## src/rtl/key_debounce_if.sv

```systemverilog
// Key front-end signal bundle: raw pin in, debounced level/events/count out.
// The slave modport is the debouncer; the master modport is its environment.
interface key_debounce_if;
    logic       key_in;
    logic       key_out;
    logic       key_press;
    logic       key_release;
    logic [7:0] press_cnt;

    modport slave (
        input  key_in,
        output key_out,
        output key_press,
        output key_release,
        output press_cnt
    );

    modport master (
        output key_in,
        input  key_out,
        input  key_press,
        input  key_release,
        input  press_cnt
    );
endinterface

```

## src/rtl/key_debounce.sv

```systemverilog
// Active-low push-button synchroniser + debouncer with press/release pulses and a wrapping press count.
// Latency: DEBOUNCE_CYC+2 cycles from a clean pin edge to key_out/pulse; no backpressure (pulses are fire-and-forget).
// Optional auto-repeat while held is enabled by defining KEY_REPEAT_EN.
module key_debounce #(
    parameter int DEBOUNCE_CYC = 20,
    parameter int CNT_W        = 16,
    parameter int REPEAT_DLY   = 500,
    parameter int REPEAT_PER   = 100
) (
    input  logic           clk,
    input  logic           rst_n,
    key_debounce_if.slave  kif
);

    typedef enum logic [1:0] {
        IDLE         = 2'd0,
        PRESS_WAIT   = 2'd1,
        PRESSED      = 2'd2,
        RELEASE_WAIT = 2'd3
    } state_t;

    localparam logic [CNT_W-1:0] THR     = CNT_W'(DEBOUNCE_CYC - 1);
    localparam logic [CNT_W-1:0] CNT_ONE = CNT_W'(1);

    if (DEBOUNCE_CYC < 2 || REPEAT_DLY < 1 || REPEAT_PER < 1) begin : g_bad_cfg
        $error("key_debounce: illegal timing parameters");
    end

    logic             sync1;
    logic             ks;
    state_t           state, state_nxt;
    logic [CNT_W-1:0] cnt, cnt_nxt;
    logic             key_out_q, key_out_nxt;
    logic             press_q, press_nxt;
    logic             release_q, release_nxt;
    logic [7:0]       press_cnt_q;

`ifdef KEY_REPEAT_EN
    localparam logic [CNT_W-1:0] DLY_THR = CNT_W'(REPEAT_DLY - 1);
    localparam logic [CNT_W-1:0] PER_THR = CNT_W'(REPEAT_PER - 1);
    logic [CNT_W-1:0] hold_cnt, hold_cnt_nxt;
    logic             rep_started, rep_started_nxt;
`endif

    // Two-flop synchroniser; idles high so reset looks like a released key.
    always_ff @(posedge clk or negedge rst_n) begin
        if (!rst_n) begin
            sync1 <= 1'b1;
            ks    <= 1'b1;
        end else begin
            sync1 <= kif.key_in;
            ks    <= sync1;
        end
    end

    always_ff @(posedge clk or negedge rst_n) begin
        if (!rst_n) begin
            state       <= IDLE;
            cnt         <= '0;
            key_out_q   <= 1'b1;
            press_q     <= 1'b0;
            release_q   <= 1'b0;
            press_cnt_q <= 8'd0;
`ifdef KEY_REPEAT_EN
            hold_cnt    <= '0;
            rep_started <= 1'b0;
`endif
        end else begin
            state     <= state_nxt;
            cnt       <= cnt_nxt;
            key_out_q <= key_out_nxt;
            press_q   <= press_nxt;
            release_q <= release_nxt;
            if (press_nxt) begin
                press_cnt_q <= press_cnt_q + 8'd1;
            end
`ifdef KEY_REPEAT_EN
            hold_cnt    <= hold_cnt_nxt;
            rep_started <= rep_started_nxt;
`endif
        end
    end

    always_comb begin
        state_nxt       = state;
        cnt_nxt         = cnt;
        key_out_nxt     = key_out_q;
        press_nxt       = 1'b0;
        release_nxt     = 1'b0;
`ifdef KEY_REPEAT_EN
        hold_cnt_nxt    = hold_cnt;
        rep_started_nxt = rep_started;
`endif
        case (state)
            IDLE: begin
                if (!ks) begin
                    state_nxt = PRESS_WAIT;
                    cnt_nxt   = CNT_ONE;
                end
            end
            PRESS_WAIT: begin
                if (ks) begin
                    state_nxt = IDLE;
                    cnt_nxt   = '0;
                end else if (cnt == THR) begin
                    state_nxt   = PRESSED;
                    key_out_nxt = 1'b0;
                    press_nxt   = 1'b1;
                    cnt_nxt     = '0;
`ifdef KEY_REPEAT_EN
                    hold_cnt_nxt    = '0;
                    rep_started_nxt = 1'b0;
`endif
                end else begin
                    cnt_nxt = cnt + CNT_ONE;
                end
            end
            PRESSED: begin
                if (ks) begin
                    state_nxt = RELEASE_WAIT;
                    cnt_nxt   = CNT_ONE;
`ifdef KEY_REPEAT_EN
                    hold_cnt_nxt    = '0;
                    rep_started_nxt = 1'b0;
                end else begin
                    // First repeat waits the long delay, later ones the short period.
                    if ((!rep_started && hold_cnt == DLY_THR) ||
                        ( rep_started && hold_cnt == PER_THR)) begin
                        press_nxt       = 1'b1;
                        hold_cnt_nxt    = '0;
                        rep_started_nxt = 1'b1;
                    end else begin
                        hold_cnt_nxt = hold_cnt + CNT_ONE;
                    end
`endif
                end
            end
            RELEASE_WAIT: begin
                if (!ks) begin
                    state_nxt = PRESSED;
                    cnt_nxt   = '0;
                end else if (cnt == THR) begin
                    state_nxt   = IDLE;
                    key_out_nxt = 1'b1;
                    release_nxt = 1'b1;
                    cnt_nxt     = '0;
                end else begin
                    cnt_nxt = cnt + CNT_ONE;
                end
            end
            default: begin
                state_nxt = IDLE;
                cnt_nxt   = '0;
            end
        endcase
    end

    assign kif.key_out     = key_out_q;
    assign kif.key_press   = press_q;
    assign kif.key_release = release_q;
    assign kif.press_cnt   = press_cnt_q;

endmodule

```

## src/flat_wrapper.sv

```systemverilog
// flat-port wrapper written by rule: the top's interface ports become plain ports
module key_debounce_flat 
#(
    parameter int DEBOUNCE_CYC = 20,
    parameter int CNT_W        = 16,
    parameter int REPEAT_DLY   = 500,
    parameter int REPEAT_PER   = 100
)
  (clk, rst_n, kif_key_in, kif_key_out, kif_key_press, kif_key_release, kif_press_cnt);
  key_debounce_if kif_i ();
  input  logic clk;
  input  logic rst_n;
  input wire logic [$bits(kif_i.key_in)-1:0] kif_key_in;
  output wire logic [$bits(kif_i.key_out)-1:0] kif_key_out;
  output wire logic [$bits(kif_i.key_press)-1:0] kif_key_press;
  output wire logic [$bits(kif_i.key_release)-1:0] kif_key_release;
  output wire logic [$bits(kif_i.press_cnt)-1:0] kif_press_cnt;
  assign kif_i.key_in = kif_key_in;
  assign kif_key_out = kif_i.key_out;
  assign kif_key_press = kif_i.key_press;
  assign kif_key_release = kif_i.key_release;
  assign kif_press_cnt = kif_i.press_cnt;
  key_debounce #(.DEBOUNCE_CYC(DEBOUNCE_CYC), .CNT_W(CNT_W), .REPEAT_DLY(REPEAT_DLY), .REPEAT_PER(REPEAT_PER)) u_core (.clk(clk), .rst_n(rst_n), .kif(kif_i));
endmodule
```

## config.mk

```make
export PLATFORM = sky130hd
export DESIGN_NAME = key_debounce_flat
export DESIGN_NICKNAME = d
export VERILOG_FILES = /design/src/rtl/key_debounce_if.sv /design/src/rtl/key_debounce.sv /design/src/flat_wrapper.sv
export SDC_FILE = /design/constraint.sdc
export NUM_CORES = 1
export LEC_CHECK = 0
export CORE_MARGIN = 2
export CORE_UTILIZATION = 40
export DETAILED_ROUTE_END_ITERATION = 6
export MAX_ROUTING_LAYER = met4
export PLACE_DENSITY_LB_ADDON = 0.1
export REMOVE_ABC_BUFFERS = 1
export SLEW_MARGIN = 20
export SYNTH_ARGS = -nofsm -noshare
export SYNTH_HDL_FRONTEND = slang
export SYNTH_SLANG_ARGS = --single-unit
export TNS_END_PERCENT = 1
```

## constraint.sdc

```tcl
create_clock -name clk -period 3.6 [get_ports clk]
set_input_delay 0.54 -clock clk [delete_from_list [all_inputs] [get_ports clk]]
set_output_delay 0.54 -clock clk [all_outputs]
set_load 0.01 [all_outputs]
```

==> impl_metrics.json <==
{
  "clkPwrFrac_pct": 41.5,
  "tightest_slew_ns": 0.7051,
  "ctsResizeCount": 0,
  "synth_common_cells": "dfrtp_1, nor2_1, a21oi_1, nand2_1, and3_1",
  "io_buffers": 13,
  "clock_sinks": 31,
  "place_area_um2": 1665,
  "power_density_nw_per_um2": 401.8,
  "cts_root_buf": "clkbuf_8",
  "slew_headroom_pct": 52.99,
  "fin_hold_ws_ns": 0.3573,
  "synth_top_cell_area_share_pct": 46.78,
  "die_height_um": 65.19,
  "r2r_slack_ns": 1.49,
  "fmax_mhz": 473.0,
  "finalMaxSlewViolations": 0,
  "synth.cell_area_um2": 1498,
  "status": "finished, final reports clean",
  "tritoncts": "done",
  "synth_edf_count": 0,
  "switching_share_pct": 22.49,
  "vias": 1112,
  "ir_drop_v": 0.0001921,
  "viasPerCell": 5.346,
  "worstSetupPathType": "reg -> reg",
  "grt_pass1_vias": 1168,
  "cp_num_buf_inv": 0,
  "holdPathStages": 0,
  "grt_max_degree": 32,
  "antenna_left": 0,
  "crit_cells": 6,
  "num_rows": 22,
  "ios": 14,
  "synth_cell_type_count": 31,
  "cp-startpoint": "u_core.cnt[0]$_DFFE_PN0P_",
  "drive_gt1_share_pct": 10.00,
  "critPathCaptureType": "flop",
  "ys_seq_area_share_pct": 52.05,
  "rr_worst_depth": 6,
  "ys_ff_latch": 31,
  "wire_per_inst_um": 13.60,
  "crit_chain": "ha_1 > nor4b_2 > nand4_2 > and3_1 > a41oi_1 > a31oi_1",
  "place_ws_ns": 1.510,
  "r2r-end": "u_core.cnt[12]$_DFFE_PN0P_",
  "rsz0062_at_grt": "false",
  "synthArstFlopShare_pct": 100.0,
  "final.setup_skew_ns": 0.005633,
  "finalSetupTns_ns": 0,
  "synth.most_common_cell": "dfrtp_1",
  "cts_buffers": 5,
  "fin_ws_ns": 1.486,
  "cts_hold_buf": 0,
  "cpPeakStageDelay_ns": 0.64,
  "rr_startpoint": "u_core.cnt[0]$_DFFE_PN0P_",
  "fp.dieW_um": 65.19,
  "critPathMaxFanout": 22,
  "ys_top_cells_by_area": "dfrtp_1, dfstp_2, and3_1, xnor2_1, a21oi_1",
  "yosysWarnings": 0,
  "start_util_pct": 41.22,
  "p_seq_share_pct": 53.0,
  "synthCells": 142,
  "min_path_type": "reg -> reg",
  "fin_util_pct": 48.59,
  "fin_crit_sh_pct": 58.72,
  "wl_mm": 2.828,
  "setup_viol": 0,
  "grt_overflow": 0,
  "track_usage_pct": 16.50,
  "cts_setup_buffers": 0,
  "path_clk_slew_ns": 0.06,
  "die-area_um2": 4250,
  "syn_avg_cell_area_um2": 10.55,
  "cp_top_family": "simple AND/OR/NAND/NOR gates",
  "cp_slowest_cell": "and3_1",
  "cp-endpoint": "u_core.cnt[12]$_DFFE_PN0P_",
  "synth.largest_area_cell": "dfrtp_1",
  "fin_area_um2": 1765,
  "p_leak_uw": 0.0007833,
  "drt_iter0_markers": 99,
  "required_ns": 3.79,
  "first_pass_iters": 4,
  "drc": 0,
  "gp_congestion": 0.7788,
  "fp.coreArea_um2": 3633,
  "critPathArrivalTime_ns": 2.31,
  "max-cap-violations": 0,
  "diodes": 0,
  "clockBufferDepth": 2,
  "cp-start-kind": "flop",
  "p_comb_share_pct": 5.6,
  "antenna_found_initial": 0,
  "clkLatencyLatePin_ns": 0.28,
  "dp_hpwl_mm": 1.983,
  "ys.flop_type": "dfrtp_1",
  "final_hold_viol_count": 0,
  "fin_nets": 164,
  "grt_pass1_wl_mm": 5.285,
  "syn2layout_area_growth_pct": 17.88,
  "p_sw_uw": 159.5,
  "htree_levels": 2,
  "p_int_uw": 549.8,
  "fin_crit_ns": 2.114
}
-- cells by family after synthesis --
logic type               count (synthesis)  synth area share (%)
AO/OA/AOI/OAI                           32                 12.78
AND/OR/NAND/NOR                         58                 23.14
XOR/XNOR                                11                 6.433
flip-flops                              31                 52.05
multiplexers                             2                 1.420
adder cells (fa/ha/maj)                  2                 1.671
buffers and inverters                    6                 2.507
-- power groups by stage --
| stage | Combinational (µW) | Sequential (µW) | Clock [µW] |
|---|---|---|---|
| after floorplan | 24.9 | 378 | 0 |
| after global placement | 39.4 | 382 | 0 |
| after detailed placement | 40.4 | 382 | 0 |
| after CTS | 40.5 | 376 | 305 |
| after global routing | 47.3 | 377 | 319 |
| final | 39.6 | 376 | 294 |
-- layout make-up --
class                           instances  area (µm²)
Fill cell                             357        1868
Sequential cell                        31       779.5
Multi-Input combinational cell        105       680.7
Timing Repair Buffer                   14       137.6
Clock buffer                            8       100.1
Tap cell                               48       60.06
Inverter                                2       7.507
-- per-stage QoR --
step | cells | power [µW]
after detailed placement | 200 | 422.1
final | 208 | 709.3
after CTS | 208 | 720.9
after global routing | 208 | 743.9
after floorplan | 138 | 403.2
after global placement | 200 | 421.1
-- worst reg2reg max path: stages (launching register included) --
cell and delay [ns]:
dfrtp_1 0.42, ha_1 0.25, nor4b_2 0.17, nand4_2 0.15, and3_1 0.64, a41oi_1 0.21, a31oi_1 0.19
-- metal layers --
metal	vias up	GRT usage, %	part of all wire (%)
met3	2	4.623	4.6
met2	26	24.74	48
met1	541	21.15	47
met5	-	-	0
met4	0	6.771	0.67
li1	543	-	-
-- flip-flops by register name, indices dropped and copies added (netlist names), named ones only --
register,count
u_core.kif.key_release,1
u_core.kif.press_cnt,8
u_core.ks,1
u_core.kif.key_press,1
u_core.sync1,1
u_core.state,1
u_core.kif.key_out,1
u_core.cnt,16
-- worst min-delay path by stage --
stage                                       from                   to  slack, ns
after floorplan                            rst_n            async pin       0.24
final                     u_core.sync1$_DFF_PN1_  u_core.ks$_DFF_PN1_       0.36
after global placement    u_core.sync1$_DFF_PN1_  u_core.ks$_DFF_PN1_       0.35
after global routing      u_core.sync1$_DFF_PN1_  u_core.ks$_DFF_PN1_       0.37
after detailed placement  u_core.sync1$_DFF_PN1_  u_core.ks$_DFF_PN1_       0.35
after CTS                 u_core.sync1$_DFF_PN1_  u_core.ks$_DFF_PN1_       0.36
-- cell usage in the layout, fill, tap and decap left out, types with 2 or more instances in the layout --
master / count
or3_1: 2
nand2b_1: 4
a21o_1: 2
ha_1: 2
xnor2_1: 7
nor4b_2: 2
a31oi_1: 7
dfrtp_1: 28
nor2_1: 12
nand2_1: 11
xor2_1: 4
dfstp_2: 3
a21oi_1: 11
nand4_1: 5
nand3_1: 4
and3_1: 10
inv_1: 2
o21ai_0: 7
clkdlybuf4s50_1: 13
and2_1: 3
clkbuf_8: 7
a22o_1: 3
Note: power is estimated with default switching activity, not from simulation.
==> RTL edit: new RTL, same settings <==
Add a define of `KEY_REPEAT_EN`.
--- a/src/rtl/key_debounce.sv
+++ b/src/rtl/key_debounce.sv
@@ -2,4 +2,6 @@
 // Latency: DEBOUNCE_CYC+2 cycles from a clean pin edge to key_out/pulse; no backpressure (pulses are fire-and-forget).
 // Optional auto-repeat while held is enabled by defining KEY_REPEAT_EN.
+`define KEY_REPEAT_EN
+
 module key_debounce #(
     parameter int DEBOUNCE_CYC = 20,
Formal check against the unedited RTL: no difference found for any inputs over 10 cycles, from zero or initial values and one cycle with rst_n low; that may be too few to reach the edited logic, so the function may still have changed.
==> RTL edit against the original RTL <==
  * Clock skew increased by 0.0069 ns
  * Sequential cell count is 17 higher
  * Count of clock-buffer cells in the layout is 3 lower
  * Worst setup slack worse by 0.30 ns
  * Synthesized area up 84%
  * Utilization shrank 3.0 points
  * Total power rose by 140%
  * Final area is 75% higher
  * Clock power rose by 80%
  * Wire length rose by 100%
  * Largest power group unchanged
==> RTL edit: results (changes against the original RTL) <==
{
  "hpwl": {"value": 4010, "unit": "µm", "change": "+100%"},
  "fmax": {"value": 414, "unit": "MHz", "change": "-12%"},
  "drtIter0Drc": {"value": 168, "change": "+70%"},
  "wl_per_cell": {"value": 15.5, "unit": "µm", "change": "+14%"},
  "grt_first_pass_wirelength": {"value": 9700, "unit": "µm", "change": "+84%"},
  "synth_common_cells": {"value": "dfrtp_1 (45), o21ai_0 (26), nand2_1 (24)"},
  "run_status": {"value": "completed"},
  "fillers": {"value": 637, "change": "+78%"},
  "layout-drive-gt1-share": {"value": 0.102, "change": "+0.00239"},
  "place_worst_setup_slack": {"value": 1.19, "unit": "ns", "change": "-0.316 ns"},
  "routabilityCongestion": {"value": 0.755, "change": "-3.0%"},
  "finClkSkew": {"value": 0.0125, "unit": "ns", "change": "+0.00688 ns"},
  "synthCells": {"value": 286, "change": "+100%"},
  "rrSetupSlack": {"value": 1.18, "unit": "ns", "change": "-0.30 ns"},
  "path_max_fanout": {"value": 11, "change": "-50%"},
  "postLayoutCoreUtil": {"value": 0.456, "change": "-0.0298"},
  "yosys-top-cells-area": {"value": "dfrtp_1 (41%), o21ai_0 (4.7%), nand2_1 (3.3%)"},
  "placedInstanceArea": {"value": 2920, "unit": "µm²", "change": "+75%"},
  "vias_in_the_first_global_route": {"value": 1939, "change": "+66%"},
  "cp_data_arrival_time": {"value": 2.61, "unit": "ns", "change": "+0.30 ns"},
  "worst_stage_delay_on_the_critical_path": {"value": 0.59, "unit": "ns", "change": "-0.05 ns"},
  "worst_path_max_delay_cell": {"value": "a21oi_1"},
  "hold_path.class": {"value": "in -> async"},
  "synthMuxAreaShare": {"value": 0.00770, "change": "-0.00650"},
  "leakage": {"value": 1.25, "unit": "nW", "change": "+60%"},
  "worst-slew-pin-transition": {"value": 0.801, "unit": "ns", "change": "+0.0957 ns"},
  "drt-total-wl": {"value": 5770, "unit": "µm", "change": "+100%"},
  "timing.rr.end": {"value": "u_core.cnt[4]"}
}
[RTL edit: cell count changes after synthesis, moves of 6 or more]
cell | unedited run | this run
dfrtp_1 | 28 | 45
clkbuf_1 | 2 | 9
inv_1 | 2 | 8
o21ai_0 | 7 | 26
nand3_1 | 4 | 16
nand4_1 | 5 | 11
nand2_1 | 11 | 24
[RTL edit: worst min path at each step]
stage / slack (ns) / from / cells after the start / endpoint
after floorplan: 0.24 / rst_n / 0 / async pin
after global placement: 0.35 / u_core.sync1 / 0 / u_core.ks
after detailed placement: 0.36 / u_core.sync1 / 0 / u_core.ks
after CTS: 0.37 / u_core.sync1 / 0 / u_core.ks
after global routing: 0.29 / rst_n / 1 / u_core.cnt[8]
final: 0.24 / rst_n / 1 / u_core.cnt[9]
[RTL edit: cells by family (layout without fill, tap and decap cells)]
family	after synthesis	after routing
xor+xnor	11	11
fa+ha+maj	7	7
compound gates	76	76
simple gates	119	119
buf+inv	23	30
mux	2	2
flops	48	48
[RTL edit: layout make-up]
| class | count | area share |
|---|---|---|
| Multi-Input combinational cell | 215 | 0.471 |
| Timing Repair Buffer | 14 | 0.0438 |
| Sequential cell | 48 | 0.391 |
| Clock buffer | 5 | 0.0223 |
| Tap cell | 80 | 0.0325 |
| Inverter | 8 | 0.00974 |
| Clock inverter | 3 | 0.0292 |
[RTL edit: metal layers]
metal / up-vias / track usage / part of all wire
li1: 1086 / - / -
met1: 998 / 0.242 / 0.52
met2: 29 / 0.239 / 0.45
met3: 4 / 0.0351 / 0.029
met4: 0 / 0.0392 / 0.0088
met5: - / - / 0
[RTL edit: power by group]
part	total [mW]	leakage [nW]	switching (mW)	internal, mW
registers	0.615	0.651	0.0427	0.572
logic	0.543	0.521	0.356	0.187
clock network	0.528	0.0784	0.180	0.347
